[src/rtl/unidade_controle_registradores_if.sv]
// Port bundle between the register/control unit and its environment
// (instruction source plus the external 8:1 bus multiplexer).
interface unidade_controle_registradores_if #(
    parameter int unsigned LARGURA = 8
);
    logic               iniciar;
    logic [8:0]         instrucao;
    logic [LARGURA-1:0] imediato;
    logic [LARGURA-1:0] barramento;
    logic [2:0]         controle;
    logic [LARGURA-1:0] r0;
    logic [LARGURA-1:0] r1;
    logic [LARGURA-1:0] r2;
    logic [LARGURA-1:0] r3;
    logic [LARGURA-1:0] r4;
    logic [LARGURA-1:0] r5;
    logic [LARGURA-1:0] r6;
    logic [LARGURA-1:0] r7;
    logic               ocupado;
    logic               pronto;

    // Environment side: issues instructions and closes the mux loop.
    modport master (
        output iniciar, instrucao, imediato, barramento,
        input  controle, r0, r1, r2, r3, r4, r5, r6, r7, ocupado, pronto
    );

    // Control unit side.
    modport slave (
        input  iniciar, instrucao, imediato, barramento,
        output controle, r0, r1, r2, r3, r4, r5, r6, r7, ocupado, pronto
    );
endinterface

[src/rtl/unidade_controle_registradores.sv]
// Register file R0..R7 plus a multi-cycle FSM that executes mv/mvi/add/sub
// through an external 8:1 bus multiplexer (controle selects, barramento returns).
module unidade_controle_registradores #(
    parameter int unsigned LARGURA = 8
) (
    input logic                            clock,
    input logic                            reset,
    unidade_controle_registradores_if.slave bus
);
    localparam int unsigned NUM_REGS = 8;
    localparam int unsigned IR_W     = 9;

    localparam logic [2:0] OP_MV  = 3'b000;
    localparam logic [2:0] OP_MVI = 3'b001;
    localparam logic [2:0] OP_ADD = 3'b010;
    localparam logic [2:0] OP_SUB = 3'b011;

    typedef enum logic [1:0] {
        OCIOSO = 2'd0,
        T1     = 2'd1,
        T2     = 2'd2,
        T3     = 2'd3
    } estado_t;

    estado_t            state_q, state_d;
    logic [IR_W-1:0]    ir_q, ir_d;
    logic [LARGURA-1:0] imm_q, imm_d;
    logic [LARGURA-1:0] a_q, a_d;
    logic [LARGURA-1:0] g_q, g_d;
    logic [LARGURA-1:0] regs_q [NUM_REGS];
    logic [LARGURA-1:0] regs_d [NUM_REGS];
    logic               pronto_q, pronto_d;
    logic [2:0]         controle_c;

    logic [2:0] op;
    logic [2:0] rx;
    logic [2:0] ry;
    logic       is_arith;

    assign op       = ir_q[8:6];
    assign rx       = ir_q[5:3];
    assign ry       = ir_q[2:0];
    assign is_arith = (op == OP_ADD) || (op == OP_SUB);

    // State register
    always_ff @(posedge clock or posedge reset) begin
        if (reset) begin
            state_q <= OCIOSO;
        end else begin
            state_q <= state_d;
        end
    end

    // Datapath and completion-pulse registers
    always_ff @(posedge clock or posedge reset) begin
        if (reset) begin
            ir_q     <= '0;
            imm_q    <= '0;
            a_q      <= '0;
            g_q      <= '0;
            pronto_q <= 1'b0;
            regs_q   <= '{default: '0};
        end else begin
            ir_q     <= ir_d;
            imm_q    <= imm_d;
            a_q      <= a_d;
            g_q      <= g_d;
            pronto_q <= pronto_d;
            regs_q   <= regs_d;
        end
    end

    // Next-state logic
    always_comb begin
        state_d = state_q;
        case (state_q)
            OCIOSO: if (bus.iniciar) state_d = T1;
            T1:     state_d = is_arith ? T2 : OCIOSO;
            T2:     state_d = T3;
            T3:     state_d = OCIOSO;
            default: state_d = OCIOSO;
        endcase
    end

    // Mux select, register writes and completion pulse per state
    always_comb begin
        ir_d       = ir_q;
        imm_d      = imm_q;
        a_d        = a_q;
        g_d        = g_q;
        regs_d     = regs_q;
        pronto_d   = 1'b0;
        controle_c = 3'b000;
        case (state_q)
            OCIOSO: begin
                if (bus.iniciar) begin
                    ir_d  = bus.instrucao;
                    imm_d = bus.imediato;
                end
            end
            T1: begin
                case (op)
                    OP_MV: begin
                        controle_c = ry;
                        regs_d[rx] = bus.barramento;
                        pronto_d   = 1'b1;
                    end
                    OP_MVI: begin
                        regs_d[rx] = imm_q;
                        pronto_d   = 1'b1;
                    end
                    OP_ADD, OP_SUB: begin
                        controle_c = rx;
                        a_d        = bus.barramento;
                    end
                    default: pronto_d = 1'b1;
                endcase
            end
            T2: begin
                // Width-matched operands: carry/borrow fall off the top.
                controle_c = ry;
                g_d = (op == OP_SUB) ? LARGURA'(a_q - bus.barramento)
                                     : LARGURA'(a_q + bus.barramento);
            end
            T3: begin
                regs_d[rx] = g_q;
                pronto_d   = 1'b1;
            end
            default: ;
        endcase
    end

    assign bus.controle = controle_c;
    assign bus.ocupado  = (state_q != OCIOSO);
    assign bus.pronto   = pronto_q;
    assign bus.r0       = regs_q[0];
    assign bus.r1       = regs_q[1];
    assign bus.r2       = regs_q[2];
    assign bus.r3       = regs_q[3];
    assign bus.r4       = regs_q[4];
    assign bus.r5       = regs_q[5];
    assign bus.r6       = regs_q[6];
    assign bus.r7       = regs_q[7];
endmodule

[src/flat_wrapper.sv]
// flat-port wrapper written by rule: the top's interface ports become plain ports
module unidade_controle_registradores_flat 
#(
    parameter int unsigned LARGURA = 8
)
  (clock, reset, bus_iniciar, bus_instrucao, bus_imediato, bus_barramento, bus_controle, bus_r0, bus_r1, bus_r2, bus_r3, bus_r4, bus_r5, bus_r6, bus_r7, bus_ocupado, bus_pronto);
  unidade_controle_registradores_if #(.LARGURA(LARGURA)) bus_i ();
  input logic clock;
  input logic reset;
  input wire logic [$bits(bus_i.iniciar)-1:0] bus_iniciar;
  input wire logic [$bits(bus_i.instrucao)-1:0] bus_instrucao;
  input wire logic [$bits(bus_i.imediato)-1:0] bus_imediato;
  input wire logic [$bits(bus_i.barramento)-1:0] bus_barramento;
  output wire logic [$bits(bus_i.controle)-1:0] bus_controle;
  output wire logic [$bits(bus_i.r0)-1:0] bus_r0;
  output wire logic [$bits(bus_i.r1)-1:0] bus_r1;
  output wire logic [$bits(bus_i.r2)-1:0] bus_r2;
  output wire logic [$bits(bus_i.r3)-1:0] bus_r3;
  output wire logic [$bits(bus_i.r4)-1:0] bus_r4;
  output wire logic [$bits(bus_i.r5)-1:0] bus_r5;
  output wire logic [$bits(bus_i.r6)-1:0] bus_r6;
  output wire logic [$bits(bus_i.r7)-1:0] bus_r7;
  output wire logic [$bits(bus_i.ocupado)-1:0] bus_ocupado;
  output wire logic [$bits(bus_i.pronto)-1:0] bus_pronto;
  assign bus_i.iniciar = bus_iniciar;
  assign bus_i.instrucao = bus_instrucao;
  assign bus_i.imediato = bus_imediato;
  assign bus_i.barramento = bus_barramento;
  assign bus_controle = bus_i.controle;
  assign bus_r0 = bus_i.r0;
  assign bus_r1 = bus_i.r1;
  assign bus_r2 = bus_i.r2;
  assign bus_r3 = bus_i.r3;
  assign bus_r4 = bus_i.r4;
  assign bus_r5 = bus_i.r5;
  assign bus_r6 = bus_i.r6;
  assign bus_r7 = bus_i.r7;
  assign bus_ocupado = bus_i.ocupado;
  assign bus_pronto = bus_i.pronto;
  unidade_controle_registradores #(.LARGURA(LARGURA)) u_core (.clock(clock), .reset(reset), .bus(bus_i));
endmodule
[config.mk]
export PLATFORM = sky130hd
export DESIGN_NAME = unidade_controle_registradores_flat
export DESIGN_NICKNAME = d
export VERILOG_FILES = /design/src/rtl/unidade_controle_registradores_if.sv /design/src/rtl/unidade_controle_registradores.sv /design/src/flat_wrapper.sv
export SDC_FILE = /design/constraint.sdc
export NUM_CORES = 1
export LEC_CHECK = 0
export ABC_AREA = 0
export CORE_MARGIN = 8
export CORE_UTILIZATION = 46
export DETAILED_ROUTE_END_ITERATION = 10
export PLACE_DENSITY = 0.83
export SETUP_SLACK_MARGIN = 0.4
export SYNTH_ARGS = -nofsm -noshare
export SYNTH_HDL_FRONTEND = slang
export SYNTH_SLANG_ARGS = --single-unit
export TNS_END_PERCENT = 1
[constraint.sdc]
create_clock -name clock -period 2.85 [get_ports clock]
set_input_delay 0.285 -clock clock [delete_from_list [all_inputs] [get_ports clock]]
set_output_delay 0.285 -clock clock [all_outputs]
set_load 0.03 [all_outputs]
==> metrics.csv, run 1 <==
stage,metric,value,unit
pwr,powerDensity,1270,mW/mm2
finish,area_growth,31.5,%
pwr,power.switching,3.23,mW
timing,fin_crit_sh,0.853,
routing,drtAntennaViolNets,0,
timing,grt_setup_unrepaired,true,
clock_network,ctsHoldBuffers,0,
pwr,leakagePower,2.51,nW
pwr,intPower,4.31,mW
critical_path,crit_fanout,2,
routing,vias,3128,
timing,hold_violations,0,
routing,firstDrtPassIters,4,
synth,synth_cells,355,
synth,ys_top_cells_by_area,"dfrtp_1 55%, mux2_2 21%, ha_1 3.6%",
clock_network,clock_latency,370,ps
finish,diodes,0,
timing,hold_slack,327,ps
critical_path,crit_top_cell,ha_1,
clock_network,h-tree-depth,3,
synth,synth_top_area_frac,0.553,
clock_network,cts.sinks,100,
global_routing,antenna_found_initial,0,
timing,setup_violations,0,
routing,routed_wirelength,10.9,mm
critical_path,start_kind,input port,
die,initial_core_util,0.467,
synth,seq_area_frac_synth,0.553,
clock_network,root_buffer,clkbuf_8,
synth,synth_flop_cell,dfrtp_1,
placement,numPortBuffers,96,
synth,synth_commonest_cells,"100 x dfrtp_1, 85 x mux2_2, 37 x nand2_1, 13 x ha_1, 13 x nor2_1",
timing,max_freq,412,MHz
routing,drt_iter0_drc,127,
synth,muxShareOfSynthArea,0.227,
global_routing,grt_usage,0.168,
synth,async_flop_share,1.00,
finish,fin_cells,602,
global_routing,first_global_vias,3338,
finish,layout-drive-gt1-share,0.286,
synth,yosysTopAreaCell,dfrtp_1,
critical_path,cp_num_buf_inv,2,
synth,synthAdderAreaFrac,0.0404,
die,die_h,115,um
finish,final_util,0.615,
critical_path,critPathCaptureType,flip-flop,
pwr,irDropWorstVdd,578,uV
pwr,p_sw_frac,0.428,
synth,synth_area,0.00453,mm2
timing,drv_slew,0,
pwr,clkPwrFrac,0.119,
clock_network,cts_tree,built,
routing,wl_per_cell,18.2,um
placement,placed_cell_area,0.00570,mm2
timing,tightest_slew,836,ps
clock_network,path_clk_slew,100,ps
synth,ys_ff_latch,100,
synth,yosys_warnings,0,
placement,place_inst,583,
routing,vias_per_cell,5.20,
finish,fin_nets,506,
synth,synth_top_family_by_area,multiplexers,
synth,synth-simple-area-share,0.0865,
critical_path,crit_chain,clkdlybuf4s50_1 > inv_1 > ha_1 > nor3b_2 > a21oi_1 > xnor2_1 > ha_1 > a21o_1 > a31o_2 > a21oi_2 > xor2_1 > mux2_2,
critical_path,arrival,2680,ps
die,num_io_pins,97,
global_routing,grt_max_degree,78,
finish,design_area,0.00595,mm2
synth,synth-edff-count,0,
clock_network,cts_buffers,9,
worst_hold_path,hold_path_class,input port to asynchronous set/reset pin,
synth,yosysMostFrequentCell,dfrtp_1,
global_routing,overflow,0,
clock_network,clk_path_buf_depth,2,
routing,drc_errors,0,
placement,dpl.hpwl,8.25,mm
critical_path,worstSetupPathType,input port to flip-flop,
die,coreArea,0.00968,mm2
run_status,status,"complete, no violations",
critical_path,cp_data_required_time,3100,ps
synth,ys_types,40,
synth,avgSynthCellArea,12.8,um2
pwr,power_frac_comb,0.543,
die,die_w,115,um
synth,synth_xor_area_frac,0.0213,
placement,place_congestion,0.933,
run,drv_cap,0,
timing,final.setup.tns,0,ps
synth,synth-compound-area-share,0.0522,
timing,finClkSkew,13.2,ps
timing,final.min_clock_period,2430,ps
synth,syn-num-nets,397,
critical_path,crit_slowest_cell,clkdlybuf4s50_1,
critical_path,crit_path_max_incr_delay,490,ps
global_routing,grt_pass1_wl,17.1,mm
critical_path,path_delay_family,compound AO/OA/AOI/OAI gates,
die,die_area,0.0133,mm2
die,rows,36,
timing,slew_headroom,0.441,
pwr,seq_power_share,0.338,
power by group through the flow:
stage / Clock, mW / Combinational, mW / Sequential, mW
6_report: 0.899 / 4.09 / 2.55
5_1_grt: 0.988 / 4.35 / 2.63
4_1_cts: 0.919 / 4.03 / 2.55
3_5_place_dp: 0 / 4.03 / 2.58
3_3_place_gp: 0 / 3.91 / 2.55
2_1_floorplan: 0 / 1.74 / 3.30
per-stage QoR:
stage	total power [mW]	worst slack, ps
global route	7.97	348
floorplan	5.03	493
detailed placement	6.61	-49.6
finish	7.54	420
global placement	6.45	65.5
CTS	7.50	303
timing repair:
| item | CTS | global route |
|---|---|---|
| resized for setup | 14 | 18 |
| endpoints found under the setup margin | 5 | 7 |
| pin swaps | 0 | 2 |
| setup buffers | 0 | 3 |
layout make-up:
class | count | area (um2)
fillers | 758 | 3730
flip-flops and latches | 100 | 2500
inverters | 12 | 48.8
clock inverters | 7 | 80.1
clock buffers | 9 | 124
well taps | 133 | 166
multi-input cells | 232 | 1960
repair buffers | 109 | 1060
sequential cells by signal, summed over array words and instances (netlist names), named ones only:
| name | cells |
|---|---|
| u_core.a_q | 8 |
| u_core.bus.r0 | 8 |
| u_core.bus.r2 | 8 |
| u_core.bus.r7 | 8 |
| u_core.ir_q | 9 |
| u_core.bus.r5 | 8 |
| u_core.bus.pronto | 1 |
| u_core.bus.r1 | 8 |
| u_core.bus.r6 | 8 |
| u_core.imm_q | 8 |
| u_core.g_q | 8 |
| u_core.bus.r3 | 8 |
| u_core.bus.r4 | 8 |
| u_core.state_q | 1 |
metal layers:
metal / part of all wire / wire [um] / vias to the layer above / GRT usage
li1: - / - / 1457 / -
met2: 0.51 / 5560 / 81 / 0.289
met1: 0.42 / 4610 / 1577 / 0.199
met3: 0.054 / 594 / 13 / 0.0446
met5: 0 / 0 / - / 0
met4: 0.016 / 174 / 0 / 0.0552
path summary, 6_finish.rpt:
kind	startpoint	end	slack (ps)	cells past startpoint
setup / recovery	bus_barramento[1]	u_core.g_q[7]	420	12
hold / removal	reset	u_core.imm_q[2]	330	2
setup reg to reg	u_core.ir_q[8]	u_core.g_q[6]	510	9
hold reg to reg	u_core.a_q[4]	u_core.a_q[4]	510	2
max in group asynchronous	reset	u_core.bus.r0[4]	1770	3
min in group clock	u_core.a_q[4]	u_core.a_q[4]	510	2
cell usage in the layout, fill, tap and decap left out, drive strengths merged, types with 2 or more instances in the layout:
| cell type | n |
|---|---|
| a21o | 3 |
| nand3b | 3 |
| a31oi | 2 |
| nand2 | 37 |
| o21ai | 12 |
| a22oi | 3 |
| nor2b | 5 |
| and2 | 2 |
| clkbuf | 10 |
| clkinv | 3 |
| buf | 15 |
| mux2i | 7 |
| xor2 | 2 |
| a21oi | 11 |
| nand3 | 2 |
| xnor2 | 9 |
| inv | 14 |
| clkdlybuf4s50 | 93 |
| clkinvlp | 2 |
| mux2 | 85 |
| dfrtp | 100 |
| nor2 | 15 |
| ha | 13 |
| o31ai | 2 |
| nor3b | 3 |
| nor3 | 4 |
logic make-up after synthesis:
kind of cell             count (synthesis)
AO/OA/AOI/OAI                           39
XOR/XNOR                                11
adder cells (fa/ha/maj)                 14
buffers and inverters                   23
flip-flops                             100
multiplexers                            92
AND/OR/NAND/NOR                         76
Note: power is estimated with default switching activity, not from simulation.
==> inputs of run 2 (changes only) <==
--- a/config.mk
+++ b/config.mk
@@ -10,6 +10,7 @@
 export CORE_UTILIZATION = 46
 export DETAILED_ROUTE_END_ITERATION = 10
 export PLACE_DENSITY = 0.83
+export RECOVER_POWER = 25
 export SETUP_SLACK_MARGIN = 0.4
 export SYNTH_ARGS = -nofsm -noshare
 export SYNTH_HDL_FRONTEND = slang
==> metrics.csv, run 2 (synthesis results as in run 1) <==
stage,metric,value,unit
run_status,status,"complete, no violations",
routing,drt_iter0_drc,133,
placement,place_congestion,0.933,
timing,fin_crit_sh,0.855,
timing,final.setup.tns,0,ps
clock_network,cts_buffers,9,
die,initial_core_util,0.467,
critical_path,crit_fanout,2,
finish,fin_nets,506,
critical_path,path_delay_family,compound AO/OA/AOI/OAI gates,
global_routing,antenna_found_initial,0,
pwr,seq_power_share,0.338,
finish,design_area,0.00593,mm2
global_routing,grt_pass1_wl,17.1,mm
timing,final.min_clock_period,2440,ps
global_routing,overflow,0,
die,die_h,115,um
timing,hold_violations,0,
pwr,leakagePower,2.50,nW
critical_path,worstSetupPathType,input port to flip-flop,
finish,largest_reg_flops,9,
clock_network,clock_latency,370,ps
critical_path,crit_top_cell,ha_1,
placement,place_inst,583,
timing,grt_setup_unrepaired,true,
critical_path,start_kind,input port,
routing,drtAntennaViolNets,0,
die,die_w,115,um
timing,max_freq,410,MHz
die,coreArea,0.00968,mm2
pwr,p_total,7.53,mW
routing,firstDrtPassIters,7,
pwr,irDropWorstVdd,561,uV
global_routing,first_global_vias,3338,
timing,finClkSkew,12.7,ps
pwr,clkPwrFrac,0.119,
die,rows,36,
finish,fin_cells,602,
routing,routed_wirelength,10.9,mm
timing,slew_headroom,0.240,
global_routing,grt_max_degree,78,
finish,layout_commonest_cell,dfrtp_1,
critical_path,crit_path_max_incr_delay,490,ps
pwr,power.switching,3.23,mW
timing,fin_ws,414,ps
die,num_io_pins,97,
critical_path,critPathCaptureType,flip-flop,
routing,wl_per_cell,18.2,um
clock_network,cts_tree,built,
pwr,powerDensity,1270,mW/mm2
placement,dpl.hpwl,8.25,mm
timing,hold_slack,508,ps
placement,pre_cts_ws,-49.6,ps
clock_network,ctsHoldBuffers,0,
clock_network,root_buffer,clkbuf_8,
worst_hold_path,hold_path_depth,2,
clock_network,h-tree-depth,3,
critical_path,crit_slowest_cell,clkdlybuf4s50_1,
timing,setup_violations,0,
routing,drc_errors,0,
finish,area_growth,31.1,%
finish,diodes,0,
routing,vias_per_cell,5.24,
critical_path,cp_data_required_time,3100,ps
clock_network,path_clk_slew,100,ps
finish,largest_register,u_core.ir_q,
run,drv_cap,0,
pwr,p_sw_frac,0.428,
critical_path,crit_chain,clkdlybuf4s50_1 > inv_1 > ha_1 > nor3b_2 > a21oi_1 > xnor2_1 > ha_1 > a21o_1 > a31o_2 > a21oi_2 > xor2_1 > mux2_2,
timing,drv_slew,0,
pwr,intPower,4.30,mW
worst_hold_path,hold_path_class,flip-flop to flip-flop,
critical_path,r2r_cells,9,
critical_path,cp_num_buf_inv,2,
critical_path,arrival,2690,ps
finish,layout_common_cells,"98 x dfrtp_1, 92 x clkdlybuf4s50_1, 85 x mux2_2",
die,die_area,0.0133,mm2
pwr,power_frac_comb,0.542,
clock_network,clk_path_buf_depth,2,
finish,layout-drive-gt1-share,0.284,
finish,final_util,0.613,
timing,tightest_slew,1130,ps
global_routing,grt_usage,0.168,
routing,vias,3153,
clock_network,cts.sinks,100,
placement,numPortBuffers,96,
critical_path,path_depth,12,
placement,placed_cell_area,0.00570,mm2
[run 2: cell types whose count changed in the layout (fill, tap and decap cells not counted), sizes merged]
cell,before,now
dlygate4sd3,0,1
clkdlybuf4s50,93,92
clkbuf,10,12
buf,15,13
[run 2: area by class of cell]
cell class / count / area, um2
Clock buffer: 9 / 124
Clock inverter: 7 / 80.1
Fill cell: 762 / 3750
Inverter: 12 / 46.3
Multi-Input combinational cell: 232 / 1960
Sequential cell: 100 / 2500
Tap cell: 133 / 166
Timing Repair Buffer: 109 / 1050
[run 2: worst reg2reg max path, delay by kind of cell (launching register included)]
kind	cells	cell delay (ps)
adders and majority gates	1	350
AOI/OAI and AO/OA	2	250
and+or+nand+nor	5	1100
xor gates and xnor gates	1	120
DFF	1	460
[run 2: what timing repair did]
action | in CTS | in global routing
setup buffers | 0 | 3
pin swaps | 0 | 2
endpoints found under the setup margin | 5 | 7
gates resized for setup | 14 | 18
endpoints found under the hold margin | 0 | 0
[run 2: final timing paths]
check                             startpoint               to  slack, ps
max                        bus_barramento[1]    u_core.g_q[7]        410
min                            u_core.a_q[4]    u_core.a_q[4]        510
max reg2reg                   u_core.ir_q[8]    u_core.g_q[6]        510
min reg2reg                    u_core.a_q[4]    u_core.a_q[4]        510
max in group asynchronous              reset    u_core.g_q[7]        670
min in group asynchronous              reset  u_core.imm_q[2]        590
[run 2: power groups by stage]
| stage | logic (mW) | clock network, mW | registers [mW] |
|---|---|---|---|
| floorplan | 1.74 | 0 | 3.30 |
| global placement | 3.91 | 0 | 2.55 |
| detailed placement | 4.03 | 0 | 2.58 |
| CTS | 4.03 | 0.919 | 2.55 |
| global route | 4.35 | 0.988 | 2.63 |
| finish | 4.08 | 0.897 | 2.55 |
[run 2: metal layers]
metal,up-vias,wire [um],track usage
met5,-,0,0
met4,0,220,0.0552
met3,16,613,0.0446
met2,96,5600,0.289
met1,1581,4500,0.199
li1,1460,-,-
==> inputs of run 3 (changes only) <==
--- a/config.mk
+++ b/config.mk
@@ -5,7 +5,7 @@
 export SDC_FILE = /design/constraint.sdc
 export NUM_CORES = 1
 export LEC_CHECK = 0
-export ABC_AREA = 0
+export ABC_AREA = 1
 export CORE_MARGIN = 8
 export CORE_UTILIZATION = 46
 export DETAILED_ROUTE_END_ITERATION = 10
==> metrics.csv, run 3 <==
stage,metric,value,unit
clock_network,clock_latency,380,ps
synth,synth_cells,504,
placement,dpl.hpwl,9.02,mm
die,coreArea,0.00964,mm2
critical_path,cp_num_buf_inv,1,
timing,final.setup.tns,0,ps
die,die_h,115,um
critical_path,cp_data_required_time,3110,ps
synth,synth_area,0.00451,mm2
synth,async_flop_share,1.00,
run_status,status,"complete, no violations",
synth,ys_types,25,
synth,yosysMostFrequentCell,nand2_1,
placement,pre_cts_ws,223,ps
critical_path,r2r_end,u_core.g_q[6],
placement,numPortBuffers,96,
pwr,leakagePower,2.86,nW
critical_path,critical_path.endpoint,u_core.g_q[6],
clock_network,cts_buffers,9,
global_routing,grt_pass1_wl,18.9,mm
synth,synth_top_family_by_area,simple AND/OR/NAND/NOR gates,
routing,vias_per_cell,5.12,
timing,hold_violations,0,
timing,setup_violations,0,
clock_network,clk_path_buf_depth,2,
timing,fin_ws,569,ps
timing,final.min_clock_period,2280,ps
critical_path,critPathCaptureType,flip-flop,
critical_path,r2r_cells,12,
routing,drt_iter0_drc,372,
synth,synth-simple-area-share,0.200,
finish,largest_reg_flops,9,
synth,yosysTopAreaCell,dfrtp_1,
clock_network,root_buffer,clkbuf_8,
synth,ys_top_cells_by_area,"dfrtp_1 56%, nand2_1 12%, o21ai_0 7.4%",
synth,synthAdderAreaFrac,0.0405,
critical_path,start_kind,flip-flop,
critical_path,crit_fanout,8,
synth,avgSynthCellArea,8.94,um2
synth,yosys_warnings,0,
routing,firstDrtPassIters,8,
routing,drtAntennaViolNets,0,
die,die_w,115,um
finish,area_growth,28.7,%
critical_path,crit_chain,inv_1 > nand3_1 > nand2_2 > nand2_1 > xor2_1 > ha_1 > nand2_1 > or2_2 > nand3_1 > nand2_1 > nand3_1 > nand2_1,
clock_network,cts.sinks,100,
critical_path,path_delay_family,simple AND/OR/NAND/NOR gates,
placement,place_congestion,0.885,
worst_hold_path,hold_path_class,input port to asynchronous set/reset pin,
run,drv_cap,0,
pwr,powerDensity,1300,mW/mm2
die,num_io_pins,97,
timing,fin_crit_sh,0.800,
critical_path,crit_path_max_incr_delay,370,ps
critical_path,path_depth,12,
clock_network,cts_tree,built,
routing,routed_wirelength,11.5,mm
critical_path,arrival,2540,ps
finish,layout-drive-gt1-share,0.0825,
clock_network,cts_setup_buffers,0,
timing,finClkSkew,20.3,ps
pwr,irDropWorstVdd,471,uV
clock_network,ctsHoldBuffers,0,
timing,max_freq,438,MHz
timing,grt_setup_unrepaired,true,
critical_path,crit_slowest_cell,dfrtp_1,
clock_network,h-tree-depth,3,
die,rows,36,
global_routing,grt_usage,0.181,
finish,layout_commonest_cell,nand2_1,
synth,synth_xor_area_frac,0.0155,
routing,wl_per_cell,15.6,um
critical_path,worstSetupPathType,flip-flop to flip-flop,
global_routing,overflow,0,
routing,vias,3784,
synth,synth_flop_cell,dfrtp_1,
timing,drv_slew,0,
finish,layout_common_cells,"147 x nand2_1, 100 x dfrtp_1, 92 x clkdlybuf4s50_1",
finish,diodes,0,
synth,synth-edff-count,0,
critical_path,r2r_slack,570,ps
finish,final_util,0.602,
global_routing,antenna_found_initial,0,
pwr,p_total,7.57,mW
timing,tightest_slew,1080,ps
critical_path,crit_top_cell,nand2_1,
die,initial_core_util,0.468,
synth,synth-compound-area-share,0.105,
critical_path,cp-startpoint,u_core.ir_q[8],
synth,synth_top_area_frac,0.555,
finish,fin_nets,643,
global_routing,grt_max_degree,46,
synth,synth_commonest_cells,"148 x nand2_1, 100 x dfrtp_1, 67 x o21ai_0, 44 x inv_1, 28 x nand3_1",
die,die_area,0.0132,mm2
synth,ys_ff_latch,100,
synth,syn-num-nets,546,
critical_path,rr_startpoint,u_core.ir_q[8],
routing,drc_errors,0,
synth,muxShareOfSynthArea,0.0300,
clock_network,path_clk_slew,120,ps
finish,largest_register,u_core.ir_q,
synth,seq_area_frac_synth,0.555,
timing,slew_headroom,0.281,
global_routing,first_global_vias,3804,
## run 3: layout make-up
class | count | area, um2
fillers | 826 | 3840
clock inverters | 7 | 86.3
well taps | 133 | 166
repair buffers | 102 | 985
inverters | 45 | 170
flip-flops and latches | 100 | 2500
multi-input cells | 343 | 1770
clock buffers | 9 | 124
## run 3: logic make-up after synthesis
logic type,after synthesis
buffers and inverters,61
xor gates and xnor gates,8
muxes,12
AOI/OAI and AO/OA,93
DFF,100
and+or+nand+nor,216
adders and majority gates,14
## run 3: worst min path at each step
stage,startpoint,to
floorplan,bus_barramento[2],u_core.a_q[2]
global placement,u_core.bus.r1[3],u_core.bus.r1[3]
detailed placement,u_core.g_q[7],u_core.g_q[7]
CTS,reset,u_core.bus.r0[3]
global route,reset,u_core.bus.r0[3]
finish,reset,u_core.bus.r0[3]
## run 3: metrics by stage
step,hold slack (ps),area [um2],cells
final,401,5800,739
after global routing,456,5800,739
after CTS,219,5830,739
after detailed placement,463,5620,723
after global placement,465,5620,723
after floorplan,435,4510,504
## run 3: timing repair
item	in CTS	in global routing
endpoints found under the setup margin	3	6
gates resized for setup	7	8
hold endpoints to repair	0	0
cloned	0	0
## run 3: routing by layer
metal / wire length (um) / vias up / track usage
met5: 0 / - / 0
met1: 5130 / 1798 / 0.229
met4: 183 / 0 / 0.0622
met2: 5490 / 132 / 0.303
li1: - / 1837 / -
met3: 728 / 17 / 0.0383
## run 3: worst reg2reg max path, delay by kind of cell, from the launching register on
family / cells / cell delay (ps)
and+or+nand+nor: 9 / 1230
xor gates and xnor gates: 1 / 150
DFF: 1 / 370
buffers and inverters: 1 / 60
adders and majority gates: 1 / 360
## run 3: power breakdown
group / leakage, nW / switching [mW] / internal [mW]
sequential: 1.14 / 0.438 / 2.12
clock: 0.105 / 0.554 / 0.353
combinational: 1.62 / 2.55 / 1.55
